### config.mk
export PLATFORM = sky130hd
export DESIGN_NAME = prio_encoder_rr
export DESIGN_NICKNAME = d
export VERILOG_FILES = /design/src/rtl/encoder_pkg.sv /design/src/rtl/prio_search.sv /design/src/rtl/prio_encoder_rr.sv
export SDC_FILE = /design/constraint.sdc
export NUM_CORES = 1
export LEC_CHECK = 0
export CORE_MARGIN = 2
export CORE_UTILIZATION = 24
export CTS_BUF_LIST = sky130_fd_sc_hd__clkbuf_8
export CTS_CLUSTER_DIAMETER = 50
export DETAILED_ROUTE_END_ITERATION = 8
export HOLD_SLACK_MARGIN = 0.06
export PLACE_DENSITY = 0.61
export SLEW_MARGIN = 5
export SYNTH_ARGS = -nofsm -noshare
export SYNTH_HDL_FRONTEND = slang
export SYNTH_SLANG_ARGS = --single-unit
### constraint.sdc
create_clock -name clk -period 1.3 [get_ports clk]
set_input_delay 0.325 -clock clk [delete_from_list [all_inputs] [get_ports clk]]
set_output_delay 0.325 -clock clk [all_outputs]
set_load 0.02 [all_outputs]
### src/rtl/encoder_pkg.sv
// encoder_pkg: shared mode constants and clog2 helper for the priority encoders
package encoder_pkg;
    localparam int PRIO_FIXED = 0;
    localparam int PRIO_RR = 1;
    function automatic int clog2(input int n);
        int r;
        r = 0;
        while ((1 << r) < n) r++;
        return r;
    endfunction
endpackage

### src/rtl/prio_search.sv
// prio_search: finds the first set bit of vec scanning upward from start, wrapping N-1 -> 0
module prio_search
    import encoder_pkg::*;
#(
    parameter int N = 8,
    parameter int W = clog2(N)
) (
    input  logic [N-1:0] vec,
    input  logic [W-1:0] start,
    output logic [W-1:0] index,
    output logic         found
);
    logic [W:0] s;

    // scan offsets from farthest to nearest so the nearest set bit is the last to write
    always_comb begin
        index = '0;
        found = 1'b0;
        s = '0;
        for (int k = N - 1; k >= 0; k--) begin
            s = {1'b0, start} + (W + 1)'(k);
            if (s >= (W + 1)'(N)) s = s - (W + 1)'(N);
            if (vec[s[W-1:0]]) begin
                index = s[W-1:0];
                found = 1'b1;
            end
        end
    end
endmodule

### src/rtl/prio_encoder_rr.sv
// prio_encoder_rr: registered fixed/round-robin priority encoder with valid/ready handshake
// Optional onehot grant output enabled by defining PRIO_ENCODER_ONEHOT_EN.
module prio_encoder_rr
    import encoder_pkg::*;
#(
    parameter int N = 8,
    parameter int RR_MODE = 0,
    localparam int W = clog2(N)
) (
    input  logic         clk,
    input  logic         rst,
    input  logic [N-1:0] i,
    input  logic         in_valid,
    output logic         in_ready,
    output logic [W-1:0] y,
    output logic         none,
    output logic         multi,
`ifdef PRIO_ENCODER_ONEHOT_EN
    output logic [N-1:0] onehot,
`endif
    output logic         out_valid,
    input  logic         out_ready
);
    localparam logic [N-1:0] ONE = {{(N - 1){1'b0}}, 1'b1};

    logic [W-1:0] ptr;
    logic [N-1:0] rev;
    logic [N-1:0] svec;
    logic [W-1:0] start;
    logic [W-1:0] idx;
    logic [W-1:0] y_new;
    logic         found;
    logic         accept;

    prio_search #(.N(N), .W(W)) u_search (
        .vec  (svec),
        .start(start),
        .index(idx),
        .found(found)
    );

    // fixed mode searches the bit-reversed vector from 0, so the first hit is the highest index
    always_comb begin
        rev = '0;
        for (int k = 0; k < N; k++) rev[k] = i[N-1-k];
        in_ready = !out_valid || out_ready;
        accept = in_valid && in_ready;
        svec = (RR_MODE == PRIO_RR) ? i : rev;
        start = (RR_MODE == PRIO_RR) ? ptr : '0;
        y_new = !found ? '0 : (RR_MODE == PRIO_RR) ? idx : W'(N - 1) - idx;
    end

    // result register, output handshake and round-robin pointer
    always_ff @(posedge clk or posedge rst) begin
        if (rst) begin
            out_valid <= 1'b0;
            y <= '0;
            none <= 1'b0;
            multi <= 1'b0;
            ptr <= '0;
`ifdef PRIO_ENCODER_ONEHOT_EN
            onehot <= '0;
`endif
        end else if (accept) begin
            out_valid <= 1'b1;
            y <= y_new;
            none <= !found;
            multi <= (i & (i - ONE)) != '0;
            if (RR_MODE == PRIO_RR && found) ptr <= (y_new == W'(N - 1)) ? '0 : y_new + W'(1);
`ifdef PRIO_ENCODER_ONEHOT_EN
            onehot <= found ? (ONE << y_new) : '0;
`endif
        end else if (out_ready) begin
            out_valid <= 1'b0;
        end
    end
endmodule

==> results of run 1 <==
-- power breakdown --
group,total (mW),switching (mW),internal (mW)
Sequential,0.214,0.00935,0.204
Combinational,0.183,0.0906,0.0922
Clock,0.276,0.0775,0.199
-- critical path, stage by stage --
cell                      delay (ns)
sky130_fd_sc_hd__buf_6          0.09
sky130_fd_sc_hd__or4_4          0.57
sky130_fd_sc_hd__buf_4          0.18
sky130_fd_sc_hd__nor4_4         0.13
sky130_fd_sc_hd__nor2_1         0.07
sky130_fd_sc_hd__a221o_1        0.32
-- routing by layer --
layer | part of all wire | vias to the layer above | track usage
li1 | - | 205 | -
met1 | 0.39 | 181 | 0.124
met2 | 0.50 | 26 | 0.231
met3 | 0.074 | 4 | 0.0348
met4 | 0.035 | 0 | 0.135
met5 | 0 | - | 0
-- path summary, 6_finish.rpt --
| path | startpoint | to | slack, ns | depth (start not counted) |
|---|---|---|---|---|
| setup / recovery | i[1] | multi | -0.29 | 6 |
| hold / removal | rst | none | 0.32 | 2 |
| setup reg to reg | out_valid | multi | 0.09 | 5 |
| hold reg to reg | y[1] | y[1] | 0.47 | 2 |
| max in group asynchronous | rst | out_valid | 0.79 | 2 |
| min in group clk | y[1] | y[1] | 0.47 | 2 |
-- final cells by class --
| class | count | area (µm²) | share of cell area |
|---|---|---|---|
| Tap cell | 15 | 18.8 | 0.0261 |
| Inverter | 2 | 7.51 | 0.0105 |
| Sequential cell | 6 | 150 | 0.209 |
| Timing Repair Buffer | 30 | 253 | 0.352 |
| Clock buffer | 3 | 41.3 | 0.0575 |
| Multi-Input combinational cell | 29 | 248 | 0.345 |
-- layout by cell type (no fill, tap or decap) --
cell type / Yosys / final
sky130_fd_sc_hd__a2111oi_4: 0 / 2
sky130_fd_sc_hd__a21oi_1: 3 / 3
sky130_fd_sc_hd__a221o_1: 1 / 1
sky130_fd_sc_hd__buf_2: 0 / 1
sky130_fd_sc_hd__buf_4: 0 / 12
sky130_fd_sc_hd__buf_6: 0 / 3
sky130_fd_sc_hd__clkbuf_2: 0 / 1
sky130_fd_sc_hd__clkbuf_8: 0 / 3
sky130_fd_sc_hd__clkdlybuf4s15_1: 0 / 2
sky130_fd_sc_hd__clkdlybuf4s50_1: 0 / 2
sky130_fd_sc_hd__dfrtp_1: 6 / 6
sky130_fd_sc_hd__dlygate4sd2_1: 0 / 9
sky130_fd_sc_hd__inv_1: 2 / 2
sky130_fd_sc_hd__maj3_1: 1 / 1
sky130_fd_sc_hd__mux2_4: 0 / 1
sky130_fd_sc_hd__nand2_1: 3 / 2
sky130_fd_sc_hd__nand2_2: 0 / 1
sky130_fd_sc_hd__nand2b_1: 3 / 2
sky130_fd_sc_hd__nand2b_4: 0 / 1
sky130_fd_sc_hd__nor2_1: 5 / 5
sky130_fd_sc_hd__nor3_1: 4 / 4
sky130_fd_sc_hd__nor4_4: 0 / 1
sky130_fd_sc_hd__o21ai_0: 1 / 1
sky130_fd_sc_hd__o21bai_1: 1 / 1
sky130_fd_sc_hd__o31ai_1: 1 / 1
sky130_fd_sc_hd__or4_4: 1 / 2
-- stage by stage --
| step | power, mW | util | area, µm² | TNS, ns |
|---|---|---|---|---|
| 2_1_floorplan | 0.283 | - | 378 | -0.344 |
| 3_3_place_gp | 0.406 | 0.500 | 659 | -2.63 |
| 3_5_place_dp | 0.409 | 0.500 | 659 | -2.69 |
| 4_1_cts | 0.677 | 0.532 | 701 | -0.364 |
| 5_1_grt | 0.705 | 0.545 | 718 | -0.435 |
| 6_report | 0.673 | 0.545 | 718 | -0.336 |
-- flip-flops by register name, indices dropped and copies added (netlist names) --
signal     flops
y              3
out_valid      1
multi          1
none           1
-- cell families after synthesis --
group                    Yosys count  share of synthesized area
AND/OR/NAND/NOR                   18                      0.275
AO/OA/AOI/OAI                      9                      0.201
adder cells (fa/ha/maj)            1                     0.0293
flip-flops                         6                      0.440
buffers and inverters              2                     0.0220
multiplexers                       1                     0.0330
-- timing repair --
action / in CTS / in global routing
buffers inserted: 1 / 0
resized for setup: 36 / 5
pin swaps: 5 / 4
endpoints found under the setup margin: 11 / 2
==> results.md, run 1 <==
| Result | This run | Unit |
|---|---|---|
| I/O pin cnt | 19 | - |
| Placer Congestion | 0.781 | - |
| Area fraction of the dominant cell type after synthesis | 0.440 | - |
| Diode count | 0 | - |
| Cell row count | 13 | - |
| Max H-tree Level | 1 | - |
| Number of antenna-violating nets in the routed design | 0 | - |
| Vias in the first global route | 424 | - |
| Post-layout min period | 1.59 | ns |
| Overall fraction of global-route tracks in use | 0.135 | - |
| Height of the die | 41.7 | µm |
| Top flip-flop cell by instance count after synthesis | sky130_fd_sc_hd__dfrtp_1 | - |
| Sequential share of the synthesized area | 0.440 | - |
| Synthesized netlist cell count | 37 | - |
| CP Data Arrival Time | 1.69 | ns |
| Hold_buf cts | 0 | - |
| Worst min-delay path category | input port to asynchronous set/reset pin | - |
| Max clock buf depth | 2 | - |
| Number of antenna violations at the first check in global routing | 0 | - |
| Yosys Warn Count | 0 | - |
| Total of fill cells in the finished design | 131 | - |
| Library cell with the largest summed area after synthesis | sky130_fd_sc_hd__dfrtp_1 | - |
| Achievable clock frequency | 628 | MHz |
| Num Clock Sinks | 6 | - |
| Total routed wirelength | 1020 | µm |
| Wire length of the first global-routing pass | 1680 | µm |
| Top post-synthesis cells by area | sky130_fd_sc_hd__dfrtp_1 44%, sky130_fd_sc_hd__nor3_1 5.9%, sky130_fd_sc_hd__nand2b_1 5.5%, sky130_fd_sc_hd__nor2_1 5.5%, sky130_fd_sc_hd__a21oi_1 4.4% | - |
| Proportion of layout cells with a drive suffix above 1 | 0.400 | - |
| Number of distinct standard cells referenced by the synthesized netlist | 18 | - |
| Count leader, synth | sky130_fd_sc_hd__dfrtp_1 | - |
| Static leakage power | 0.309 | nW |
| Number of buffers created by CTS | 3 | - |
| Pre-CTS WS | -0.854 | ns |
| Average vias per placed instance | 4.89 | - |
| Outcome | finished, violations left | - |
| Final period utilization | 1.23 | - |
| Non-filler cells in the finished layout | 85 | - |
| Core area | 0.00132 | mm² |
| Endpoint required time on the critical path | 1.40 | ns |
| Post-synthesis sequential element count | 6 | - |
| Unrepaired setup endpoints after global routing | true | - |
| Grt total ovfl | 0 | - |
| Number of violations of the max-capacitance limit | 0 | - |
| Setup Skew | 0.00104 | ns |
| Net count after synthesis | 49 | - |
| Hold violation total from the final report | 0 | - |
| Violations in the final reports | negative setup slack | - |
| Routed len/inst | 12.0 | µm |
| DIE AREA | 0.00174 | mm² |
| Final setup fails | 2 | - |
| Number of placed cells counting well taps | 81 | - |
| Final net count | 84 | - |
| Remaining max-slew budget at the tightest pin | 0.747 | - |
| Number of DRC violations after detailed routing | 0 | - |
| Worst Setup Path Type | input port to flop | - |
| Number of enable flip-flop cells after synthesis | 0 | - |
| Post-synthesis area per instance | 9.23 | µm² |
| Fraction of synthesis flops using an asynchronous set or reset pin | 1.00 | - |
| Growth of design area from synthesis to finish | 110 | % |
| DRT iter0 DRCs | 5 | - |
| Startpoint kind of the worst setup timing path | input port | - |
| Cell at the root of the clock tree | sky130_fd_sc_hd__clkbuf_8 | - |
| Port Buffers | 18 | - |
| Worst-Skew Late Latency | 0.22 | ns |
| Crit end category | flop | - |
| Max rail drop VDD | 0.313 | mV |
| Post-layout worst setup margin | -0.293 | ns |
| Post-synthesis instance area | 342 | µm² |
| Final worst hold slack | 0.323 | ns |
| Total half-perimeter wirelength after legalization and detailed placement | 785 | µm |
| TritonCTS clock tree | yes | - |
| CP max FO | 3 | - |
| X dimension of the die | 41.7 | µm |
| Slew Limit Fails | 0 | - |
| Top cell types by occurrence after synthesis | 6 x sky130_fd_sc_hd__dfrtp_1, 5 x sky130_fd_sc_hd__nor2_1, 4 x sky130_fd_sc_hd__nor3_1 | - |
| Initial Utilization | 0.259 | - |
| Largest net degree at the start of global routing | 7 | - |
| Measured slew at the worst slew-check pin | 0.380 | ns |
| Pwr dens | 937 | mW/mm² |
| Via count | 416 | - |
| Register clock-pin slew on the reported worst setup and hold paths | 0.04 | ns |
| First drt pass iteration count | 4 | - |
No activity file was read; power rests on OpenSTA's default activity.
==> inputs of run 2 (changes only) <==
Settings changed: PLACE_DENSITY 0.61 to 0.5, SYNTH_HIERARCHICAL from default to 1.
==> run 2 against run 1 <==
The run still ends with negative setup slack left. Routed wire length increased to 3.2 times the previous value. Core utilization decreased by 15 points. Clock-buffer cell count unchanged. Clock skew increased by 0.0022 ns. Total power increased by 100%. Sequential share of layout area decreased by 12 points. Combinational power increased to 4.6 times the previous value. Setup slack got worse by 0.37 ns. Die area increased to 2.9 times the previous value. First-iteration DRC count increased to 9.2 times the previous value. Largest cell class is now multi-input gates.
==> results.md, run 2 <==
| Result | This run | Unit |
|---|---|---|
| Xor-xnor portion of the synthesized cell area | 0.0240 | - |
| Worst-Skew Late Latency | 0.22 | ns |
| Routed len/inst | 14.1 | µm |
| I/O pin cnt | 19 | - |
| R2R cell count | 5 | - |
| Proportion of layout cells with a drive suffix above 1 | 0.450 | - |
| Endpoint required time on the critical path | 1.45 | ns |
| Total Power Consumption | 1.35 | mW |
| Startpoint kind of the worst setup timing path | input port | - |
| Diode count | 0 | - |
| Number of buffers created by CTS | 3 | - |
| Slew Limit Fails | 0 | - |
| Post-synthesis instance area | 0.00109 | mm² |
| Total half-perimeter wirelength after legalization and detailed placement | 2560 | µm |
| Kind of cell adding the most delay to the critical path | multiplexers | - |
| Sequential share of the synthesized area | 0.137 | - |
| Initial Utilization | 0.249 | - |
| Top cell types by occurrence after synthesis | 14 x sky130_fd_sc_hd__nand2_1, 7 x sky130_fd_sc_hd__a21oi_1, 7 x sky130_fd_sc_hd__nor2_1 | - |
| Library cell with the largest summed area after synthesis | sky130_fd_sc_hd__dfrtp_1 | - |
| Area fraction of the dominant cell type after synthesis | 0.137 | - |
| CP Data Arrival Time | 2.12 | ns |
| Global routing usage on met2 | 0.243 | - |
| Number of enable flip-flop cells after synthesis | 0 | - |
| Synthesized netlist cell count | 122 | - |
| Final net count | 196 | - |
| Met1 demand-to-capacity share in global routing | 0.169 | - |
| Top flip-flop cell by instance count after synthesis | sky130_fd_sc_hd__dfrtp_1 | - |
| Main combinational cell family by area after synthesis | multiplexers | - |
| CP max FO | 2 | - |
| Overall fraction of global-route tracks in use | 0.136 | - |
| Number of DRC violations after detailed routing | 0 | - |
| Average vias per placed instance | 5.10 | - |
| Grt total ovfl | 0 | - |
| Cell area after layout | 0.00174 | mm² |
| Final period utilization | 1.51 | - |
| Growth of design area from synthesis to finish | 59.3 | % |
| Multi-input gate area in the final layout | 0.00105 | mm² |
| Count leader, synth | sky130_fd_sc_hd__nand2_1 | - |
| Crit end category | flop | - |
| First drt pass iteration count | 4 | - |
| Pwr dens | 774 | mW/mm² |
| Total of fill cells in the finished design | 452 | - |
| Top cell by count, worst path | sky130_fd_sc_hd__o21ai_2 | - |
| Worst setup slack for register-to-register paths | 0.15 | ns |
| Capturing point of the worst reg2reg path | y[0] | - |
| DIE AREA | 0.00511 | mm² |
| Largest net degree at the start of global routing | 20 | - |
| Vias in the first global route | 1221 | - |
| Flip-flop count of the largest register, all copies and words added | 3 | - |
| Height of the die | 71.5 | µm |
| Worst min-delay path category | input port to asynchronous set/reset pin | - |
| Commonest cells after routing, fill and taps aside | 32 x sky130_fd_sc_hd__buf_4, 12 x sky130_fd_sc_hd__nand2_1, 10 x sky130_fd_sc_hd__conb_1 | - |
| Worst Setup Path Type | input port to flop | - |
| Adder-Cell Fraction of Synth Area | 0.0320 | - |
| Post-layout worst setup margin | -0.667 | ns |
| Startpoint of the most critical register-to-register path | out_valid | - |
| Number of distinct standard cells referenced by the synthesized netlist | 50 | - |
| DRT iter0 DRCs | 46 | - |
| Total routed wirelength | 3280 | µm |
| Compound-gate portion of the synthesized area | 0.235 | - |
| Violations in the final reports | negative setup slack | - |
| Yosys Warn Count | 6 | - |
| Outcome | finished, violations left | - |
| X dimension of the die | 71.5 | µm |
| Hold violation total from the final report | 0 | - |
| Post-layout min period | 1.97 | ns |
| Top register by number of flip-flops | y | - |
| Post-synthesis area per instance | 8.96 | µm² |
| Total Negative Setup Slacks | -2.59 | ns |
| GR Util met3 | 0.0253 | - |
| Wire length of the first global-routing pass | 5620 | µm |
| Ordered list of cells on the worst path | buf_6 > mux4_2 > mux2_4 > o21ai_2 > a31oi_1 > o21bai_1 > mux2_1 > nand2b_4 > o21ai_2 | - |
| Slowest stage delay, CP | 0.47 | ns |
| Max clock buf depth | 2 | - |
| Fraction of synthesized area in multiplexers | 0.325 | - |
| Number of antenna violations at the first check in global routing | 0 | - |
| Placer Congestion | 0.962 | - |
| Num Clock Sinks | 6 | - |
| Final worst hold slack | 0.310 | ns |
| Number of buffer and inverter instances along the worst setup path | 1 | - |
| Most common library cell in the layout ignoring fill and taps | sky130_fd_sc_hd__buf_4 | - |
| Start point of the critical path | i[2] | - |
| Cell at the root of the clock tree | sky130_fd_sc_hd__clkbuf_8 | - |
| Core area | 0.00438 | mm² |
| Via count | 1183 | - |
| Number of violations of the max-capacitance limit | 0 | - |
| Post-synthesis sequential element count | 6 | - |
| Achievable clock frequency | 508 | MHz |
| Cell row count | 24 | - |
| Static leakage power | 0.763 | nW |
| Setup Skew | 0.00326 | ns |
| Unrepaired setup endpoints after global routing | true | - |
| Simple-gate area share of the yosys netlist | 0.185 | - |
| TritonCTS clock tree | yes | - |
| Top post-synthesis cells by area | sky130_fd_sc_hd__dfrtp_1 14%, sky130_fd_sc_hd__mux4_1 12%, sky130_fd_sc_hd__mux4_2 10%, sky130_fd_sc_hd__nand2_1 4.8%, sky130_fd_sc_hd__mux2_2 4.1% | - |
| Number of antenna-violating nets in the routed design | 0 | - |
| Max rail drop VDD | 0.320 | mV |
| Port Buffers | 18 | - |
| Final setup fails | 5 | - |
| Busiest layer in global routing | met2 | - |
| Max H-tree Level | 1 | - |
| Placed cell areas | 0.00157 | mm² |
| Area of all sequential standard cells | 150 | µm² |
| Fraction of synthesis flops using an asynchronous set or reset pin | 1.00 | - |
| Critical Path Slowest Stage Cell | sky130_fd_sc_hd__mux4_2 | - |
| Register clock-pin slew on the reported worst setup and hold paths | 0.04 | ns |
-- run 2: changes by cell type in the layout (fill, tap and decap cells not counted), moves of 3 or more --
cell	previous run	this run
sky130_fd_sc_hd__buf_4	12	32
sky130_fd_sc_hd__conb_1	0	10
sky130_fd_sc_hd__nand2_1	2	12
sky130_fd_sc_hd__mux4_2	0	9
sky130_fd_sc_hd__o21ai_1	0	5
sky130_fd_sc_hd__inv_1	2	6
sky130_fd_sc_hd__nor3_1	4	0
sky130_fd_sc_hd__a21oi_2	0	3
sky130_fd_sc_hd__a31oi_1	0	3
sky130_fd_sc_hd__mux2_4	1	4
sky130_fd_sc_hd__o21ai_2	0	3
-- run 2: kinds of logic after synthesis --
logic type / Yosys count
simple gates: 40
compound gates: 37
flops: 6
fa+ha+maj: 3
mux: 20
other cells: 1
buf+inv: 12
xor+xnor: 3
-- run 2: timing repair --
item / 4_1_cts / 5_1_grt
hold buffers: 0 / 0
setup endpoints to repair: 12 / 6
resized for setup: 64 / 6
setup buffers: 2 / 0
pin swaps: 22 / 7
-- run 2: layout make-up --
type | instances | area share
clock buffer | 3 | 0.0237
inverter | 6 | 0.0129
multi-input combinational | 113 | 0.601
sequential | 6 | 0.0862
tap | 52 | 0.0374
timing repair buffer | 52 | 0.239
-- run 2: where the power goes --
group | internal (mW) | switching, mW | leakage, nW
Clock | 0.199 | 0.0809 | 0.0216
Combinational | 0.430 | 0.409 | 0.669
Sequential | 0.215 | 0.0143 | 0.0722
-- run 2: how the worst max path moves through the flow --
stage               cells after the start  slack [ns]   end
global placement                        9       -1.24  y[0]
floorplan                               8       -0.76  y[0]
CTS                                     9       -0.71  y[0]
global route                            9       -0.75  y[0]
detailed placement                      9       -1.28  y[0]
finish                                  9       -0.67  y[0]
-- run 2: per-layer routing --
layer	vias to the layer above	wire length, µm
met3	2	124
met2	28	1710
li1	588	-
met4	0	27
met1	565	1420
met5	-	0
-- run 2: per-stage QoR --
stage | setup WS, ns | utilization | std cells
after detailed placement | -1.28 | 0.359 | 227
final | -0.667 | 0.397 | 232
after global routing | -0.753 | 0.397 | 232
after global placement | -1.24 | 0.359 | 227
after CTS | -0.706 | 0.392 | 232
after floorplan | -0.762 | - | 131
==> inputs of run 3 (changes only) <==
Settings changed: CTS_CLUSTER_SIZE from default to 10, RECOVER_POWER from default to 25.
==> run 3 against run 2 <==
The run still ends with negative setup slack left. Combinational power is essentially flat. Global-route usage is the same. Critical endpoint unchanged. Register-to-register slack is essentially flat. Largest cell class unchanged. Setup slack is the same. Routed wire length is essentially flat.
==> results.md, run 3 (synthesis gave the netlist of run 2 again) <==
| Result | This run | Unit |
|---|---|---|
| Outcome | finished, violations left | - |
| Violations in the final reports | negative setup slack | - |
| Worst-Skew Late Latency | 0.22 | ns |
| Worst setup slack for register-to-register paths | 0.15 | ns |
| R2R cell count | 5 | - |
| Grt total ovfl | 0 | - |
| Hold violation total from the final report | 0 | - |
| Final period utilization | 1.51 | - |
| Height of the die | 71.5 | µm |
| Overall fraction of global-route tracks in use | 0.136 | - |
| First drt pass iteration count | 4 | - |
| X dimension of the die | 71.5 | µm |
| Pwr dens | 774 | mW/mm² |
| CP max FO | 2 | - |
| DIE AREA | 0.00511 | mm² |
| Static leakage power | 0.763 | nW |
| Final cell utilization of the core | 0.397 | - |
| Max rail drop VDD | 0.320 | mV |
| Largest net degree at the start of global routing | 20 | - |
| Number of DRC violations after detailed routing | 0 | - |
| Capturing point of the worst reg2reg path | y[0] | - |
| Unrepaired setup endpoints after global routing | true | - |
| Number of antenna violations at the first check in global routing | 0 | - |
| Flip-flop count of the largest register, all copies and words added | 3 | - |
| GR Util met3 | 0.0253 | - |
| Number of violations of the max-capacitance limit | 0 | - |
| Achievable clock frequency | 508 | MHz |
| Final setup fails | 5 | - |
| Number of buffers created by CTS | 3 | - |
| Global routing usage on met2 | 0.243 | - |
| Core area | 0.00438 | mm² |
| Startpoint of the most critical register-to-register path | out_valid | - |
| Cell row count | 24 | - |
| Critical Path Slowest Stage Cell | sky130_fd_sc_hd__mux4_2 | - |
| Placer Congestion | 0.962 | - |
| Startpoint kind of the worst setup timing path | input port | - |
| Crit end category | flop | - |
| Worst min-delay path category | input port to asynchronous set/reset pin | - |
| Worst Setup Path Type | input port to flop | - |
| DRT iter0 DRCs | 46 | - |
| Cell at the root of the clock tree | sky130_fd_sc_hd__clkbuf_8 | - |
| Number of buffer and inverter instances along the worst setup path | 1 | - |
| Top register by number of flip-flops | y | - |
| Total half-perimeter wirelength after legalization and detailed placement | 2560 | µm |
| Post-layout worst setup margin | -0.667 | ns |
| Routed len/inst | 14.1 | µm |
| Max clock buf depth | 2 | - |
| Diode count | 0 | - |
| I/O pin cnt | 19 | - |
| Met1 demand-to-capacity share in global routing | 0.169 | - |
| Total of fill cells in the finished design | 452 | - |
| Wire length of the first global-routing pass | 5620 | µm |
| Ordered list of cells on the worst path | buf_6 > mux4_2 > mux2_4 > o21ai_2 > a31oi_1 > o21bai_1 > mux2_1 > nand2b_4 > o21ai_2 | - |
| TritonCTS clock tree | yes | - |
| Vias in the first global route | 1221 | - |
| Non-filler cells in the finished layout | 232 | - |
| Total routed wirelength | 3280 | µm |
| Max H-tree Level | 1 | - |
| Start point of the critical path | i[2] | - |
| Port Buffers | 18 | - |
| CP Data Arrival Time | 2.12 | ns |
| Commonest cells after routing, fill and taps aside | 32 x sky130_fd_sc_hd__buf_4, 12 x sky130_fd_sc_hd__nand2_1, 10 x sky130_fd_sc_hd__conb_1 | - |
| Setup Skew | 0.00326 | ns |
| Busiest layer in global routing | met2 | - |
| Number of antenna-violating nets in the routed design | 0 | - |
| Capture point of the critical path | y[0] | - |
| Top cell by count, worst path | sky130_fd_sc_hd__o21ai_2 | - |
| Number of cells on the critical path | 9 | - |
| Slowest stage delay, CP | 0.47 | ns |
| Number of placed cells counting well taps | 227 | - |
| Endpoint required time on the critical path | 1.45 | ns |
| Final net count | 196 | - |
| Via count | 1183 | - |
| Average vias per placed instance | 5.10 | - |
| Post-layout min period | 1.97 | ns |
| Proportion of layout cells with a drive suffix above 1 | 0.450 | - |
| Hold_buf cts | 0 | - |
| Register clock-pin slew on the reported worst setup and hold paths | 0.04 | ns |
| Kind of cell adding the most delay to the critical path | multiplexers | - |
| Slew Limit Fails | 0 | - |
| Initial Utilization | 0.249 | - |
| Most common library cell in the layout ignoring fill and taps | sky130_fd_sc_hd__buf_4 | - |
| Num Clock Sinks | 6 | - |
| Growth of design area from synthesis to finish | 59.3 | % |
[run 3: cell count changes in the layout (fill, tap and decap cells not counted), sizes merged]
cell / change
clkdlybuf4s50: -1
dlygate4sd3: +1
[run 3: worst min path at each step]
| stage | start | to | cells past startpoint |
|---|---|---|---|
| after floorplan | rst | multi | 1 |
| after global placement | y[0] | y[0] | 2 |
| after detailed placement | none | none | 2 |
| after CTS | rst | none | 2 |
| after global routing | rst | y[2] | 2 |
| final | rst | none | 2 |
[run 3: timing repair]
item / in CTS / in global routing
endpoints found under the hold margin: 0 / 0
endpoints found under the setup margin: 12 / 6
pin swaps: 22 / 7
resized for setup: 64 / 6
buffers inserted: 2 / 0
[run 3: through the flow]
step           setup TNS (ns)  hold slack (ns)  setup WS (ns)  power, mW  instance area (µm²)
6_report                -2.59            0.447         -0.667       1.35                 1740
2_1_floorplan           -2.39            0.116         -0.762      0.648                 1130
4_1_cts                 -2.65            0.315         -0.706       1.31                 1720
3_5_place_dp            -6.14            0.487          -1.28      0.955                 1570
5_1_grt                 -3.02            0.498         -0.753       1.44                 1740
3_3_place_gp            -5.89            0.479          -1.24      0.948                 1570
[run 3: area by class of cell]
| type | count | area [µm²] | share of cell area |
|---|---|---|---|
| timing repair buffer | 52 | 415 | 0.239 |
| clock buffer | 3 | 41.3 | 0.0237 |
| inverter | 6 | 22.5 | 0.0129 |
| multi-input combinational | 113 | 1050 | 0.601 |
| tap | 52 | 65.1 | 0.0374 |
| sequential | 6 | 150 | 0.0862 |
[run 3: layer usage]
metal / wire length, µm / up-vias / part of all wire
li1: - / 588 / -
met1: 1420 / 565 / 0.43
met2: 1710 / 28 / 0.52
met3: 124 / 2 / 0.038
met4: 27 / 0 / 0.0082
met5: 0 / - / 0
[run 3: power by group]
part / switching, mW / internal (mW) / total [mW]
clock network: 0.0809 / 0.199 / 0.280
registers: 0.0143 / 0.215 / 0.229
logic: 0.409 / 0.430 / 0.839
[run 3: worst register-to-register path: stages, from the launching register on]
cell and delay, ns:
sky130_fd_sc_hd__dfrtp_1 0.40, sky130_fd_sc_hd__nand2b_4 0.08, sky130_fd_sc_hd__buf_4 0.11, sky130_fd_sc_hd__nand2_1 0.17
sky130_fd_sc_hd__buf_4 0.20, sky130_fd_sc_hd__o21ai_2 0.12
